## config.mk

```make
export PLATFORM = sky130hd
export DESIGN_NAME = vdu_console_writer_flat
export DESIGN_NICKNAME = d
export VERILOG_FILES = /design/src/rtl/vdu_console_writer_if.sv /design/src/rtl/vdu_console_writer.sv /design/src/flat_wrapper.sv
export SDC_FILE = /design/constraint.sdc
export NUM_CORES = 1
export LEC_CHECK = 0
export CAP_MARGIN = 20
export CORE_MARGIN = 5
export CORE_UTILIZATION = 45
export DETAILED_ROUTE_END_ITERATION = 10
export PLACE_DENSITY = 0.85
export SYNTH_ARGS = -nofsm -noshare
export SYNTH_HDL_FRONTEND = slang
export SYNTH_SLANG_ARGS = --single-unit
```

## constraint.sdc

```tcl
create_clock -name i_clk -period 2 [get_ports i_clk]
set_input_delay 0.6 -clock i_clk [delete_from_list [all_inputs] [get_ports i_clk]]
set_output_delay 0.6 -clock i_clk [all_outputs]
set_load 0.05 [all_outputs]
```

## src/rtl/vdu_console_writer_if.sv

```systemverilog
// Character input channel, display memory port and cursor/status signals of the console writer.
// The writer connects through the master modport; the surrounding system uses the slave modport.
interface vdu_console_writer_if #(
   parameter int H_CHARS = 16,
   parameter int V_CHARS = 30
);
   localparam int XW = $clog2(H_CHARS);
   localparam int YW = $clog2(V_CHARS);

   logic          i_char_valid;
   logic [7:0]    i_char;
   logic          o_char_ready;
   logic          o_mem_we;
   logic          o_mem_re;
   logic [15:0]   o_mem_addr;
   logic [7:0]    o_mem_wdata;
   logic [7:0]    i_mem_rdata;
   logic [XW-1:0] o_cursor_x;
   logic [YW-1:0] o_cursor_y;
   logic          o_busy;

   modport master (
      input  i_char_valid, i_char, i_mem_rdata,
      output o_char_ready, o_mem_we, o_mem_re, o_mem_addr, o_mem_wdata,
      output o_cursor_x, o_cursor_y, o_busy
   );

   modport slave (
      output i_char_valid, i_char, i_mem_rdata,
      input  o_char_ready, o_mem_we, o_mem_re, o_mem_addr, o_mem_wdata,
      input  o_cursor_x, o_cursor_y, o_busy
   );
endinterface

```

## src/rtl/vdu_console_writer.sv

```systemverilog
// Streams characters into a text display memory: printing, CR/LF/BS/FF handling and end-of-screen.
// Define VDU_SCROLL_EN to scroll the screen up at the bottom; otherwise the cursor wraps to row 0.
module vdu_console_writer #(
   parameter int BASE_ADDR = 'h0200,
   parameter int H_CHARS   = 16,
   parameter int V_CHARS   = 30
) (
   input logic                  i_clk,
   input logic                  i_rst,
   vdu_console_writer_if.master bus
);
   localparam int XW = $clog2(H_CHARS);
   localparam int YW = $clog2(V_CHARS);

   localparam logic [15:0]   BASE       = 16'(BASE_ADDR);
   localparam logic [15:0]   ROW_LEN    = 16'(H_CHARS);
   localparam logic [15:0]   SCREEN_END = 16'(BASE_ADDR + H_CHARS * V_CHARS - 1);
   localparam logic [XW-1:0] LAST_COL   = XW'(H_CHARS - 1);
   localparam logic [YW-1:0] LAST_ROW   = YW'(V_CHARS - 1);
   localparam logic [7:0]    SPACE      = 8'h20;

   typedef enum logic [2:0] {
      IDLE,
      PUT,
      CLR_ROW,
      CLR_ALL
`ifdef VDU_SCROLL_EN
      ,
      SCROLL_RD,
      SCROLL_WAIT,
      SCROLL_WR
`endif
   } state_t;

   // End-of-screen entry point: the first scroll read, or blanking row 0 after wrapping
`ifdef VDU_SCROLL_EN
   localparam state_t        EOS_STATE        = SCROLL_RD;
   localparam logic          EOS_WE           = 1'b0;
   localparam logic          EOS_RE           = 1'b1;
   localparam logic [15:0]   EOS_ADDR         = 16'(BASE_ADDR + H_CHARS);
   localparam logic [YW-1:0] EOS_ROW          = LAST_ROW;
   localparam logic [15:0]   CLR_ROW_START    = 16'(BASE_ADDR + (V_CHARS - 1) * H_CHARS);
   localparam logic [15:0]   SCROLL_LAST_DEST = SCREEN_END - ROW_LEN;
`else
   localparam state_t        EOS_STATE        = CLR_ROW;
   localparam logic          EOS_WE           = 1'b1;
   localparam logic          EOS_RE           = 1'b0;
   localparam logic [15:0]   EOS_ADDR         = BASE;
   localparam logic [YW-1:0] EOS_ROW          = '0;
   localparam logic [15:0]   CLR_ROW_START    = BASE;
`endif
   localparam logic [15:0]   CLR_ROW_END      = CLR_ROW_START + ROW_LEN - 16'd1;

   state_t        state;
   logic [XW-1:0] cursor_x;
   logic [YW-1:0] cursor_y;
   logic          mem_we;
   logic          mem_re;
   logic [15:0]   mem_addr;
   logic [7:0]    mem_wdata;
   logic          advance;

   logic          printable;
   logic [7:0]    display_code;
   logic [15:0]   cell_addr;

`ifndef VDU_SCROLL_EN
   logic          unused_rdata;
   assign unused_rdata = ^bus.i_mem_rdata;
`endif

   // Lower-case folds onto upper-case; bit 5 of the code is set only for the 'h20-'h3F block
   assign printable    = bus.i_char[6:0] >= 7'h20;
   assign display_code = {bus.i_char[7], 1'b0, bus.i_char[6:5] == 2'b01, bus.i_char[4:0]};
   assign cell_addr    = BASE + 16'(cursor_y) * ROW_LEN + 16'(cursor_x);

   assign bus.o_char_ready = (state == IDLE) && !i_rst;
   assign bus.o_busy       = state != IDLE;
   assign bus.o_mem_we     = mem_we;
   assign bus.o_mem_re     = mem_re;
   assign bus.o_mem_addr   = mem_addr;
   assign bus.o_mem_wdata  = mem_wdata;
   assign bus.o_cursor_x   = cursor_x;
   assign bus.o_cursor_y   = cursor_y;

   // All memory port outputs are registered and set up one state ahead of the cycle they appear in
   always_ff @(posedge i_clk or posedge i_rst) begin
      if (i_rst) begin
         state     <= IDLE;
         cursor_x  <= '0;
         cursor_y  <= '0;
         mem_we    <= 1'b0;
         mem_re    <= 1'b0;
         mem_addr  <= '0;
         mem_wdata <= '0;
         advance   <= 1'b0;
      end else begin
         case (state)
            IDLE: begin
               if (bus.i_char_valid) begin
                  advance <= 1'b0;
                  state   <= PUT;
                  if (printable) begin
                     mem_we    <= 1'b1;
                     mem_addr  <= cell_addr;
                     mem_wdata <= display_code;
                     advance   <= 1'b1;
                  end else begin
                     case (bus.i_char)
                        8'h0D: cursor_x <= '0;
                        8'h0A: begin
                           if (cursor_y != LAST_ROW) begin
                              cursor_y <= cursor_y + 1'b1;
                           end else begin
                              state     <= EOS_STATE;
                              mem_we    <= EOS_WE;
                              mem_re    <= EOS_RE;
                              mem_addr  <= EOS_ADDR;
                              mem_wdata <= SPACE;
                              cursor_y  <= EOS_ROW;
                           end
                        end
                        8'h08: begin
                           if (cursor_x != '0) begin
                              cursor_x  <= cursor_x - 1'b1;
                              mem_we    <= 1'b1;
                              mem_addr  <= cell_addr - 16'd1;
                              mem_wdata <= SPACE;
                           end
                        end
                        8'h0C: begin
                           state     <= CLR_ALL;
                           mem_we    <= 1'b1;
                           mem_addr  <= BASE;
                           mem_wdata <= SPACE;
                        end
                        default: ;
                     endcase
                  end
               end
            end

            PUT: begin
               mem_we <= 1'b0;
               state  <= IDLE;
               if (advance) begin
                  if (cursor_x != LAST_COL) begin
                     cursor_x <= cursor_x + 1'b1;
                  end else begin
                     cursor_x <= '0;
                     if (cursor_y != LAST_ROW) begin
                        cursor_y <= cursor_y + 1'b1;
                     end else begin
                        state     <= EOS_STATE;
                        mem_we    <= EOS_WE;
                        mem_re    <= EOS_RE;
                        mem_addr  <= EOS_ADDR;
                        mem_wdata <= SPACE;
                        cursor_y  <= EOS_ROW;
                     end
                  end
               end
            end

            CLR_ALL: begin
               if (mem_addr == SCREEN_END) begin
                  mem_we   <= 1'b0;
                  state    <= IDLE;
                  cursor_x <= '0;
                  cursor_y <= '0;
               end else begin
                  mem_addr <= mem_addr + 16'd1;
               end
            end

            CLR_ROW: begin
               if (mem_addr == CLR_ROW_END) begin
                  mem_we <= 1'b0;
                  state  <= IDLE;
               end else begin
                  mem_addr <= mem_addr + 16'd1;
               end
            end

`ifdef VDU_SCROLL_EN
            // Read data returns during SCROLL_WAIT, so it is captured on the edge leaving it
            SCROLL_RD: begin
               mem_re <= 1'b0;
               state  <= SCROLL_WAIT;
            end

            SCROLL_WAIT: begin
               mem_we    <= 1'b1;
               mem_addr  <= mem_addr - ROW_LEN;
               mem_wdata <= bus.i_mem_rdata;
               state     <= SCROLL_WR;
            end

            SCROLL_WR: begin
               if (mem_addr == SCROLL_LAST_DEST) begin
                  mem_addr  <= CLR_ROW_START;
                  mem_wdata <= SPACE;
                  state     <= CLR_ROW;
               end else begin
                  mem_we   <= 1'b0;
                  mem_re   <= 1'b1;
                  mem_addr <= mem_addr + ROW_LEN + 16'd1;
                  state    <= SCROLL_RD;
               end
            end
`endif

            default: begin
               mem_we <= 1'b0;
               mem_re <= 1'b0;
               state  <= IDLE;
            end
         endcase
      end
   end
endmodule

```

## src/flat_wrapper.sv

```systemverilog
// flat-port wrapper written by rule: the top's interface ports become plain ports
module vdu_console_writer_flat 
#(
   parameter int BASE_ADDR = 'h0200,
   parameter int H_CHARS   = 16,
   parameter int V_CHARS   = 30
)
  (i_clk, i_rst, bus_i_char_valid, bus_i_char, bus_i_mem_rdata, bus_o_char_ready, bus_o_mem_we, bus_o_mem_re, bus_o_mem_addr, bus_o_mem_wdata, bus_o_cursor_x, bus_o_cursor_y, bus_o_busy);
  vdu_console_writer_if #(.H_CHARS(H_CHARS), .V_CHARS(V_CHARS)) bus_i ();
  input logic i_clk;
  input logic i_rst;
  input wire logic [$bits(bus_i.i_char_valid)-1:0] bus_i_char_valid;
  input wire logic [$bits(bus_i.i_char)-1:0] bus_i_char;
  input wire logic [$bits(bus_i.i_mem_rdata)-1:0] bus_i_mem_rdata;
  output wire logic [$bits(bus_i.o_char_ready)-1:0] bus_o_char_ready;
  output wire logic [$bits(bus_i.o_mem_we)-1:0] bus_o_mem_we;
  output wire logic [$bits(bus_i.o_mem_re)-1:0] bus_o_mem_re;
  output wire logic [$bits(bus_i.o_mem_addr)-1:0] bus_o_mem_addr;
  output wire logic [$bits(bus_i.o_mem_wdata)-1:0] bus_o_mem_wdata;
  output wire logic [$bits(bus_i.o_cursor_x)-1:0] bus_o_cursor_x;
  output wire logic [$bits(bus_i.o_cursor_y)-1:0] bus_o_cursor_y;
  output wire logic [$bits(bus_i.o_busy)-1:0] bus_o_busy;
  assign bus_i.i_char_valid = bus_i_char_valid;
  assign bus_i.i_char = bus_i_char;
  assign bus_i.i_mem_rdata = bus_i_mem_rdata;
  assign bus_o_char_ready = bus_i.o_char_ready;
  assign bus_o_mem_we = bus_i.o_mem_we;
  assign bus_o_mem_re = bus_i.o_mem_re;
  assign bus_o_mem_addr = bus_i.o_mem_addr;
  assign bus_o_mem_wdata = bus_i.o_mem_wdata;
  assign bus_o_cursor_x = bus_i.o_cursor_x;
  assign bus_o_cursor_y = bus_i.o_cursor_y;
  assign bus_o_busy = bus_i.o_busy;
  vdu_console_writer #(.BASE_ADDR(BASE_ADDR), .H_CHARS(H_CHARS), .V_CHARS(V_CHARS)) u_core (.i_clk(i_clk), .i_rst(i_rst), .bus(bus_i));
endmodule
```

**After elaboration in Yosys (flattened, before gate mapping)**

Cells that the tools add are included.
Widths: inputs -> output; s select.

- Flip-flop bits (word level): 39
- Logic and storage cells: 123
- Output and inout bits: 37

- Bitwise operators: 1
- Reductions and logical operators: 17
- Muxes and demuxes: 63
- $add $sub $neg: 7
- Order comparisons: 1
- Equal/unequal tests: 26

Operators with widths:

| operator | number |
|---|---|
| $mux 16 | 8 |
| $pmux 16 s4 | 1 |
| $mux 8 | 6 |
| $pmux 16 s3 | 1 |
| $mux 5 | 7 |
| $eq 16x10->1 const B | 2 |
| $eq 8x4->1 const B | 4 |
| $mux 4 | 6 |
| $pmux 8 s3 | 1 |
| $mux 3 | 6 |
| $reduce_and 6->1 | 3 |
| $add 16x1->16 const B | 1 |
| $add 16x4->16 | 1 |
| $mux 1 | 16 |
| $pmux 8 s2 | 1 |
| $sub 16x1->16 const B | 1 |
| $pmux 5 s3 | 1 |
| $reduce_and 7->1 | 2 |
| $ne 2x2->1 const B | 6 |
| $pmux 3 s4 | 1 |
| $pmux 4 s3 | 1 |
| $add 10x9->11 const A | 1 |
| $ne 4x3->1 const B | 2 |
| $pmux 4 s2 | 1 |
| other kinds (27) | 35 |

**Longest topological paths before layout**

- Depth after elaboration: 8
- Mapped depth: 9
- Mapped depth without buffers: 8

**Worst setup path before layout**

Ideal clock, no wire load.

- Path kind: register to output
- From: reg u_core.state[0]
- To: out bus_o_char_ready
- Arrival time: 1.768 ns
- Path slack: -0.368 ns
- Stages on the path, launching flop included: 5
- Path buffers: 1
- Cells stage by stage: dfrtp_1 > buf_6 > nor2_2 > inv_1 > nor2_1

- Longest elaborated chain between the ends: 2

RTL lines:

| what | line | text |
|---|---|---|
| start, declared | vdu_console_writer.sv:54 | `state_t state;` |
| start signal, assigned | vdu_console_writer.sv:89 | `state <= IDLE;` |
| start signal, assigned | vdu_console_writer.sv:102 | `state <= PUT;` |
| start signal, assigned | vdu_console_writer.sv:115 | `state <= EOS_STATE;` |
| $logic_not 3->1 | vdu_console_writer.sv:77 | `assign bus.o_char_ready = (state == IDLE) && !i_rst;` |
| $logic_and 1x1->1 | vdu_console_writer.sv:77 |  |
| end, declared | flat_wrapper.sv:15 | `output wire logic [$bits(bus_i.o_char_ready)-1:0] bus_o_char_ready;` |

No other way between the ends.

**Worst setup path in the final report**

- From: reg u_core.cursor_y[1] (netlist: u_core.bus.o_cursor_y[1])
- To: reg u_core.mem_we (netlist: u_core.bus.o_mem_we)

- Longest elaborated chain between the ends: 5
- Elaborated cells between the ends (all ways): 7
- Those cells by class: eq/ne: 2; mux: 4; reduce/logical: 1

RTL lines:

| what | line | text |
|---|---|---|
| start, declared | vdu_console_writer.sv:56 | `logic [YW-1:0] cursor_y;` |
| start signal, assigned | vdu_console_writer.sv:113 | `cursor_y <= cursor_y + 1'b1;` |
| start signal, assigned | vdu_console_writer.sv:152 | `cursor_y <= cursor_y + 1'b1;` |
| $ne 5x5->1 * | vdu_console_writer.sv:112, vdu_console_writer.sv:151 |  |
| $mux 1 | vdu_console_writer.sv:151 | `if (cursor_y != LAST_ROW) begin` |
| $mux 1 | vdu_console_writer.sv:147 | `if (cursor_x != LAST_COL) begin` |
| $mux 1 | vdu_console_writer.sv:146 | `if (advance) begin` |
| $pmux 1 s4 | vdu_console_writer.sv:98 | `case (state)` |
| end signal, assigned | vdu_console_writer.sv:104 | `mem_we <= 1'b1;` |
| end signal, assigned | vdu_console_writer.sv:144 | `mem_we <= 1'b0;` |
| end signal, assigned | vdu_console_writer.sv:155 | `mem_we <= EOS_WE;` |
| end, declared | vdu_console_writer.sv:57 | `logic mem_we;` |

Mark *: on every way between the ends. The rest lies on a longest branch, timed or not.
A chain may end at the register's enable or synchronous reset.

==> results.ini <==
[critical_path]
crit_arrival_ns=2.25
setup.worst_path.class=reg2reg
critical_path.startpoint_type=flop
critPathMostFrequentCell=o21ai_0
crit_chain=inv_1 -> ha_1 -> nand4_1 -> buf_6 -> o21a_1 -> o21ai_0 -> a21oi_1 -> o21ai_0 -> nand2_1
cp-end-kind=flop
crit_required_ns=2.16
cp_slowest_cell=dfrtp_2
worstPathMaxFanout=10
cp_slowest_stage_delay_ns=0.41
r2r_cells=9

[power_and_ir_drop]
intPower_mw=2.53
p_per_area_mw_per_mm2=1130
comb_power_share_pct=60.4
totalPowerFinal_mw=4.74
p_leak_nw=1.85
p_sw_share_pct=46.7
pwr-share-seq_pct=25.5
p_switching_mw=2.21
clockPowerShare_pct=14.2
ir_drop_v=0.000748

[drt]
drt-total-wl_um=10500
routedWlPerCell_um=20.7
drcViolationCount=0
via_count=3305
dr.pass1.iters=8
ant_nets=0
drt-initial-drc-count=470
routed_via_density=6.54

[clocking]
cts_buffers=5
cts_sinks=38
clock_tree.root_cell=clkbuf_8
ctsHoldBuffers=0
clockBufferDepth=2
clkTransAtPathRegs_ns=0.08
clk_latency_ns=0.30
cts_tree=built
cts_max_level=2

[placed_design]
dp_hpwl_um=6190
dp_slack_ns=-0.647
numPortBuffers=47
finalWeightedCongestion=0.903

[yosys]
synth-main-ff-cell=dfrtp_1
ys_seq_area_share_pct=36.9
syn_nets=332
avgSynthCellArea_um2=8.42
synthCells=306
ys_seq_elements=38
yosysUniqueCellTypes=62
synth_async_sr_flop_share_pct=100
yosysWarnings=0
synth_edf_count=0
netlist_area_mm2=0.00258

[min_path]
min_path_type=reg2reg
hold_depth=1

[status]
outcome=finished with violations
violations=setup timing

[die]
dieWidth_um=85.7
core_mm2=0.00554
io_pins=56
die-area_mm2=0.00734
rows=27
start_util_pct=46.5
dieHeight_um=85.7

[global_routing]
grt_pass1_wl_um=15100
grt_max_degree=39
grt_pass1_vias=3144
antenna_found_initial=0
grt_use_total_pct=25.6
grt.overflow.total=0

[layout]
multi_input_area_mm2=0.00180
layout.nets=458
seqCellArea_um2=973
syn_to_final_growth_pct=62.2
drive_gt1_share_pct=46.4
antenna_cells=0
nFillCells=362

[sta]
rsz0062_at_grt=yes
skew_ns=0.0104
layout_setup_ws_ns=-0.0907
fmax_ghz=0.478
slew_violations=0
final.min_clock_period_ns=2.09
hold_violations=0
tightest_slew_ns=0.592
post-route-period-util_pct=105
relSlewSlack_pct=60.4
setup_violations=12

[flow_run]
max_cap_violations=0

-- metrics by stage --
step / hold slack (ns) / util [%] / area [um^2] / TNS [ns] / std cells
finish: 0.501 / 75.5 / 4180 / -0.378 / 505
global route: 0.526 / 75.5 / 4180 / -1.23 / 505
CTS: 0.500 / 71.4 / 3960 / 0 / 492
detailed placement: 0.482 / 67.6 / 3740 / -18.97 / 480
global placement: 0.473 / 67.6 / 3740 / -18.31 / 480
floorplan: 0.489 / - / 2680 / -0.00622 / 306
-- what timing repair did --
action / in CTS / in global routing
setup buffers: 3 / 13
endpoints found under the setup margin: 36 / 31
endpoints found under the hold margin: 0 / 0
pin swaps: 14 / 31
gates resized for setup: 34 / 46
gates cloned: 1 / 1
-- final cells by class --
type,instances,area share (%)
clock buffer,7,1.83
clock inverter,1,0.718
inverter,16,1.44
multi-input combinational,239,42.9
sequential,38,23.3
tap,72,2.15
timing repair buffer,132,27.6
-- worst paths after layout --
check	start	end	slack, ns
max reg2reg	u_core.bus.o_cursor_y[1]$_DFFE_PP0P_	u_core.bus.o_mem_we$_DFFE_PP0P_	-0.09
min	u_core.bus.o_mem_wdata[6]$_DFFE_PP0P_	u_core.bus.o_mem_wdata[6]$_DFFE_PP0P_	0.50
min reg2reg	u_core.bus.o_mem_wdata[6]$_DFFE_PP0P_	u_core.bus.o_mem_wdata[6]$_DFFE_PP0P_	0.50
min in group asynchronous	i_rst	u_core.bus.o_mem_wdata[3]$_DFFE_PP0P_	0.73
max in group asynchronous	i_rst	u_core.bus.o_mem_addr[10]$_DFFE_PP0P_	1.05
max	u_core.bus.o_cursor_y[1]$_DFFE_PP0P_	u_core.bus.o_mem_we$_DFFE_PP0P_	-0.09
-- registers in the layout, summed over array words and instances (netlist names) --
name	cells
u_core.bus.o_mem_wdata	8
u_core.bus.o_cursor_y	5
u_core.state	2
u_core.advance	1
u_core.bus.o_mem_re	1
u_core.bus.o_cursor_x	4
u_core.bus.o_mem_we	1
u_core.bus.o_mem_addr	16
-- synth_stat cells, drive strengths merged, types with 6 or more instances --
cell type / n / area [um^2]
a21oi: 15 / 75.1
a22o: 9 / 78.8
a31oi: 6 / 37.5
clkbuf: 11 / 42.5
dfrtp: 38 / 951
ha: 7 / 87.6
inv: 16 / 60.1
nand2: 31 / 119
nand3: 14 / 70.1
nand4: 11 / 68.8
nor2: 19 / 73.8
nor3: 7 / 40.0
nor3b: 6 / 45.0
o21ai: 36 / 180
-- power groups by stage --
stage	logic [mW]	clock network (mW)	registers, mW
floorplan	0.737	0	1.88
global placement	2.49	0	1.18
detailed placement	2.54	0	1.19
CTS	2.60	0.662	1.18
global route	3.01	0.712	1.23
finish	2.86	0.671	1.21
-- worst max-delay path: cells and delay by family, from the launching register on --
kind	cells	cell delay, ns
buffers and inverters	2	0.31
AO/OA/AOI/OAI	4	0.76
adder cells (fa/ha/maj)	1	0.17
AND/OR/NAND/NOR	2	0.32
flip-flops	1	0.41
-- cell families (layout without fill, tap and decap cells) --
family	count (synthesis)	count (layout)	synth area share, %
buffers and inverters	30	156	4.90
and+or+nand+nor	121	121	26.2
DFF	38	38	36.9
AOI/OAI and AO/OA	108	109	28.0
adders and majority gates	7	7	3.40
xor gates and xnor gates	2	2	0.680
-- routing by layer --
layer,GRT usage [%],vias up,routed length (um)
li1,-,1419,-
met1,31.9,1554,3810
met2,41.7,257,4900
met3,6.15,75,1150
met4,12.2,0,593
met5,0,-,0
-- placed cells by master (no fill, tap or decap), drive strengths merged, types with 3 or more instances in the layout --
cell    instances
nand2b          4
nor2           19
clkbuf         12
a211oi          3
inv            16
and3            5
a21o            3
ha              7
a22o            9
nor3            7
o211ai          4
nor2b           4
and4            4
dfrtp          38
nand2          31
o21a            5
nand4          11
o31ai           3
a31oi           6
nand3          14
a221oi          3
nor3b           6
a21oi          15
o22ai           4
nor4            5
buf           123
o21ai          36
(Power assumes the default switching activity.)
